==> config.mk <==
export PLATFORM = sky130hd
export DESIGN_NAME = io_handshake
export DESIGN_NICKNAME = d
export VERILOG_FILES = /design/src/rtl/io_pkg.sv /design/src/rtl/button_debounce.sv /design/src/rtl/io_handshake.sv
export SDC_FILE = /design/constraint.sdc
export NUM_CORES = 1
export LEC_CHECK = 0
export ABC_AREA = 0
export ABC_CLOCK_PERIOD_IN_PS = 1600
export BUFFER_PORTS_ARGS = -buffer_cell sky130_fd_sc_hd__buf_4
export CAP_MARGIN = 20
export CORE_MARGIN = 2
export CORE_UTILIZATION = 44
export CTS_BUF_LIST = sky130_fd_sc_hd__clkbuf_16
export DETAILED_ROUTE_END_ITERATION = 16
export PLACE_DENSITY = 0.74
export SLEW_MARGIN = 20
export SYNTH_ARGS = -nofsm -noshare
export SYNTH_HDL_FRONTEND = slang
export SYNTH_HIERARCHICAL = 1
export SYNTH_SLANG_ARGS = --single-unit
==> constraint.sdc <==
create_clock -name clk -period 1.6 [get_ports clk]
set_clock_uncertainty 0.1 [all_clocks]
set_input_delay 0.08 -clock clk [delete_from_list [all_inputs] [get_ports clk]]
set_output_delay 0.08 -clock clk [all_outputs]
set_load 0.01 [all_outputs]
==> src/rtl/io_pkg.sv <==
// Shared types for the IN/OUT operator handshake: FSM states and the latched operation.
package io_pkg;

    typedef enum logic [1:0] {IDLE, WAIT_PRESS, WAIT_RELEASE, ACK} io_state_t;

    typedef enum logic {OP_IO_IN, OP_IO_OUT} io_op_t;

    // IN wins when the control unit flags both operations at once.
    function automatic io_op_t select_op(input logic in_op);
        return in_op ? OP_IO_IN : OP_IO_OUT;
    endfunction

endpackage

==> src/rtl/button_debounce.sv <==
// Synchronises and debounces the raw confirm button; press_o pulses for one cycle
// in the cycle the debounced level first reads 1.
module button_debounce #(
    parameter int DEBOUNCE_CYCLES = 50000
) (
    input  logic clk,
    input  logic reset_n,
    input  logic raw_i,
    output logic level_o,
    output logic press_o
);

    localparam int CNT_W = $clog2(DEBOUNCE_CYCLES);
    localparam logic [CNT_W-1:0] CNT_LAST = CNT_W'(DEBOUNCE_CYCLES - 1);

    logic             sync_1;
    logic             sync_2;
    logic [CNT_W-1:0] cnt;

    always_ff @(posedge clk) begin
        if (!reset_n) begin
            sync_1  <= 1'b0;
            sync_2  <= 1'b0;
            cnt     <= '0;
            level_o <= 1'b0;
            press_o <= 1'b0;
        end else begin
            sync_1  <= raw_i;
            sync_2  <= sync_1;
            press_o <= 1'b0;
            if (sync_2 == level_o) begin
                cnt <= '0;
            end else if (cnt == CNT_LAST) begin
                level_o <= sync_2;
                press_o <= sync_2;
                cnt     <= '0;
            end else begin
                cnt <= cnt + 1'b1;
            end
        end
    end

endmodule

==> src/rtl/io_handshake.sv <==
// Stalls the core on IN/OUT until the operator presses and releases the confirm button,
// then returns a one-cycle sinal_o completion pulse to the control unit.
//
// state        | meaning
// IDLE         | no transaction; waiting for stop_i with in_i/out_i
// WAIT_PRESS   | op latched; waiting for a fresh debounced press
// WAIT_RELEASE | pressed (switches captured for IN); waiting for release
// ACK          | sinal_o high for this single cycle
module io_handshake
    import io_pkg::*;
#(
    parameter int DATA_W          = 32,
    parameter int SW_W            = 16,
    parameter int DEBOUNCE_CYCLES = 50000
) (
    input  logic              clk,
    input  logic              reset_n,
    input  logic              stop_i,
    input  logic              in_i,
    input  logic              out_i,
    input  logic              botao_i,
    input  logic [SW_W-1:0]   chaves_i,
    input  logic [DATA_W-1:0] dado_out_i,
    output logic              sinal_o,
    output logic [DATA_W-1:0] dado_in_o,
    output logic [DATA_W-1:0] display_o,
    output logic              display_valid_o,
    output logic              waiting_o
);

    io_state_t state, next_state;
    io_op_t    op_q;
    logic      btn_level;
    logic      btn_press;
    logic      load_op;
    logic      capture_in;

    button_debounce #(
        .DEBOUNCE_CYCLES(DEBOUNCE_CYCLES)
    ) u_deb (
        .clk     (clk),
        .reset_n (reset_n),
        .raw_i   (botao_i),
        .level_o (btn_level),
        .press_o (btn_press)
    );

    always_comb begin
        next_state = state;
        load_op    = 1'b0;
        capture_in = 1'b0;
        case (state)
            IDLE: begin
                if (stop_i && (in_i || out_i)) begin
                    next_state = WAIT_PRESS;
                    load_op    = 1'b1;
                end
            end
            WAIT_PRESS: begin
                if (!stop_i) begin
                    next_state = IDLE;
                end else if (btn_press) begin
                    next_state = WAIT_RELEASE;
                    capture_in = (op_q == OP_IO_IN);
                end
            end
            WAIT_RELEASE: begin
                if (!stop_i) begin
                    next_state = IDLE;
                end else if (!btn_level) begin
                    next_state = ACK;
                end
            end
            ACK:     next_state = IDLE;
            default: next_state = IDLE;
        endcase
    end

    // Outputs come straight from flops so the control unit never sees decode glitches.
    always_ff @(posedge clk) begin
        if (!reset_n) begin
            state           <= IDLE;
            op_q            <= OP_IO_IN;
            sinal_o         <= 1'b0;
            waiting_o       <= 1'b0;
            dado_in_o       <= '0;
            display_o       <= '0;
            display_valid_o <= 1'b0;
        end else begin
            state     <= next_state;
            sinal_o   <= (next_state == ACK);
            waiting_o <= (next_state == WAIT_PRESS) || (next_state == WAIT_RELEASE);
            if (load_op) begin
                op_q <= select_op(in_i);
                if (!in_i) begin
                    display_o       <= dado_out_i;
                    display_valid_o <= 1'b1;
                end
            end
            if (capture_in) begin
                dado_in_o <= DATA_W'(chaves_i);
            end
        end
    end

endmodule
==> flow_metrics.env <==
export IMPL_final_net_count=560
export IMPL_leakage_nw=2.07
export IMPL_layout_worst_path_cycle_share_pct=94.9
export IMPL_gr_layer_usage_met3_pct=4.52
export IMPL_setup_ws_ps=81.4
export IMPL_layout_area_seq_sq_mm=0.00148
export IMPL_clock_root_buffer="clkbuf_16"
export IMPL_clock_tree_buffer_depth=2
export IMPL_synth_cell_area_sq_mm=0.00321
export IMPL_placement_rows=31
export IMPL_synth_seq_area_share_pct=46.1
export IMPL_setup_viol=0
export IMPL_cap_viol_max_count=0
export IMPL_cp_peak_stage_delay_ps=440
export IMPL_synth_edff_count=0
export IMPL_drt_drc_violations_left=0
export IMPL_yosys_warnings=6
export IMPL_grt_overflow=0
export IMPL_top_level_ports=121
export IMPL_detailed_place_hpwl_um=4740
export IMPL_power_density_mw_per_mm2=865
export IMPL_antenna_found_initial=0
export IMPL_layout_min_cycle_time_ps=1520
export IMPL_vdd_ir_drop_max_v=0.000527
export IMPL_cpMaxStageDelayCell="dfxtp_1"
export IMPL_syn2layout_area_growth_pct=52.5
export IMPL_h_tree_depth=3
export IMPL_routed_wl_um=7570
export IMPL_port_buffers=104
export IMPL_synthesis_area_per_instance_sq_um=9.40
export IMPL_clock_sink_count=74
export IMPL_grt_first_pass_wirelength_um=11500
export IMPL_syn_instance_count=342
export IMPL_crit_chain="nand4_2 -> nor4_2 -> xnor2_1 -> nor2_2"
export IMPL_final_fill_count=562
export IMPL_grt_pass1_vias=2606
export IMPL_worst_slack_after_detailed_placement_ps=83.8
export IMPL_die_w_um=89.5
export IMPL_use_met2_pct=32.8
export IMPL_drv_slew=0
export IMPL_finalCoreUtilization_pct=68.3
export IMPL_num_vias=2810
export IMPL_unrepaired_setup_endpoints_after_global_routing="true"
export IMPL_netlist_top_cell_by_area="dfxtp_1"
export IMPL_hold_violations=0
export IMPL_wl_per_cell_um=12.5
export IMPL_yosys_cell_types_count=34
export IMPL_cts_tree="yes"
export IMPL_cp_num_buf_inv=0
export IMPL_critPathTopFamily="simple AND/OR/NAND/NOR gates"
export IMPL_core_area_sq_mm=0.00718
export IMPL_antenna_diode_count=0
export IMPL_place_congestion=0.811
export IMPL_detailedRoute_firstPassIterationCount=4
export IMPL_cts_inserted_buffers=9
export IMPL_timing_setup_critical_path_class="reg2reg"
export IMPL_drt_vias_per_instance=4.63
export IMPL_crit_path_start_kind="flop"
export IMPL_max_freq_mhz=659
export IMPL_ys_ff_latch=74
export IMPL_initial_utilization_pct=44.8
export IMPL_synth_most_common_cell="nand2_1"
export IMPL_clkTransAtPathRegs_ps=60
export IMPL_initialDrtViolationCount=82
export IMPL_die_h_um=89.5
export IMPL_gr_usage_all_layers_pct=18.6
export IMPL_asyncSetResetFlopFracSynth_pct=0
export IMPL_drt_antenna_violating_nets=0
export IMPL_grt_start_max_net_pins=47
export IMPL_yosysTopAreaCellShare_pct=46.1
export IMPL_footprint_of_the_multi_input_gates_sq_mm=0.00155
export IMPL_whs_ps=33.1
export IMPL_outcome="finished clean"
export IMPL_top_usage_layer="met2"
export IMPL_clk_latency_ps=320
export IMPL_totalPowerFinal_mw=4.24
export IMPL_synth_top_cells_by_area="dfxtp_1 46%, mux2i_1 16%, nand2_1 12%"
export IMPL_die_area_sq_mm=0.00800
export IMPL_grt_util_met1_pct=21.7
export IMPL_critical_path_peak_fanout=6
export IMPL_drive_gt1_share_pct=29.3
export IMPL_worst_endpoint_arrival_ps=1620
export IMPL_crit_path_end_kind="flop"
export IMPL_synth_common_cells="102 x nand2_1, 74 x dfxtp_1, 50 x mux2i_1, 17 x buf_4, 16 x nor2_1"
export IMPL_most_used_flip_flop_cell_after_synthesis="dfxtp_1"
export IMPL_hp_class="in2reg"
export IMPL_worst_endpoint_required_ps=1710
-- routing by layer --
layer	up-vias	share of wire (%)
met3	2	6.0
li1	1410	-
met4	0	0.74
met5	-	0
met1	1303	41
met2	95	52
-- logic make-up after synthesis --
logic type | Yosys count | synth area share [%]
other cells | 1 | 0.117
flops | 74 | 46.1
mux | 50 | 15.6
compound gates | 6 | 1.09
simple gates | 155 | 23.2
buf+inv | 39 | 9.03
fa+ha+maj | 2 | 0.778
xor+xnor | 15 | 4.09
-- where the power goes --
| group | internal [mW] | switching, mW | leakage (nW) | total (mW) |
|---|---|---|---|---|
| clock network | 1.19 | 0.707 | 0.135 | 1.89 |
| logic | 0.261 | 0.184 | 1.33 | 0.445 |
| registers | 1.88 | 0.0221 | 0.599 | 1.90 |
-- flip-flops by register name (all words and copies together), names as in the netlist, 2 cells and up --
| signal | flops |
|---|---|
| dado_in_o | 16 |
| display_o | 32 |
| state | 2 |
| u_deb/cnt | 16 |
-- worst min-delay path, cell delays in order --
cell and delay (ps):
buf_4 120, a21oi_1 130, a211oi_1 60
-- per-stage QoR --
stage / TNS, ps / instances / area (sq um)
2_1_floorplan: 0 / 357 / 3270
3_3_place_gp: 0 / 541 / 4060
3_5_place_dp: 0 / 541 / 4060
4_1_cts: 0 / 607 / 4860
5_1_grt: -71.1 / 607 / 4900
6_report: 0 / 607 / 4900
-- area by class of cell --
cell class / instances / area share (%)
Timing Repair Buffer: 170 / 29.4
Tap cell: 99 / 2.53
Multi-Input combinational cell: 244 / 31.7
Inverter: 5 / 0.383
Sequential cell: 74 / 30.2
Clock buffer: 9 / 4.59
Clock inverter: 6 / 1.20
-- cell usage in the layout (no fill, tap or decap), types with 3 or more instances in the layout --
cell type,n
dlygate4sd3_1,51
xnor2_1,12
nor4_2,4
mux2i_1,50
inv_1,5
and2_1,5
conb_1,16
dfxtp_1,74
buf_4,116
nand3_1,4
clkbuf_16,9
buf_12,3
nor3_1,5
nor2_1,16
nand2_1,102
xor2_1,3
-- what timing repair did --
item,in CTS,in global routing
setup endpoints to repair,0,28
hold buffers,51,0
resized for setup,0,6
buffers inserted,0,0
hold endpoints to repair,51,0
-- worst paths after layout --
kind	depth (start not counted)	slack, ps	to	startpoint
setup / recovery	4	80	u_deb/cnt[15]	u_deb/cnt[7]
hold / removal	3	30	op_q	out_i
setup reg to reg	4	80	u_deb/cnt[15]	u_deb/cnt[7]
hold reg to reg	1	340	u_deb/sync_2	u_deb/sync_1
No activity file was read; power rests on OpenSTA's default activity.
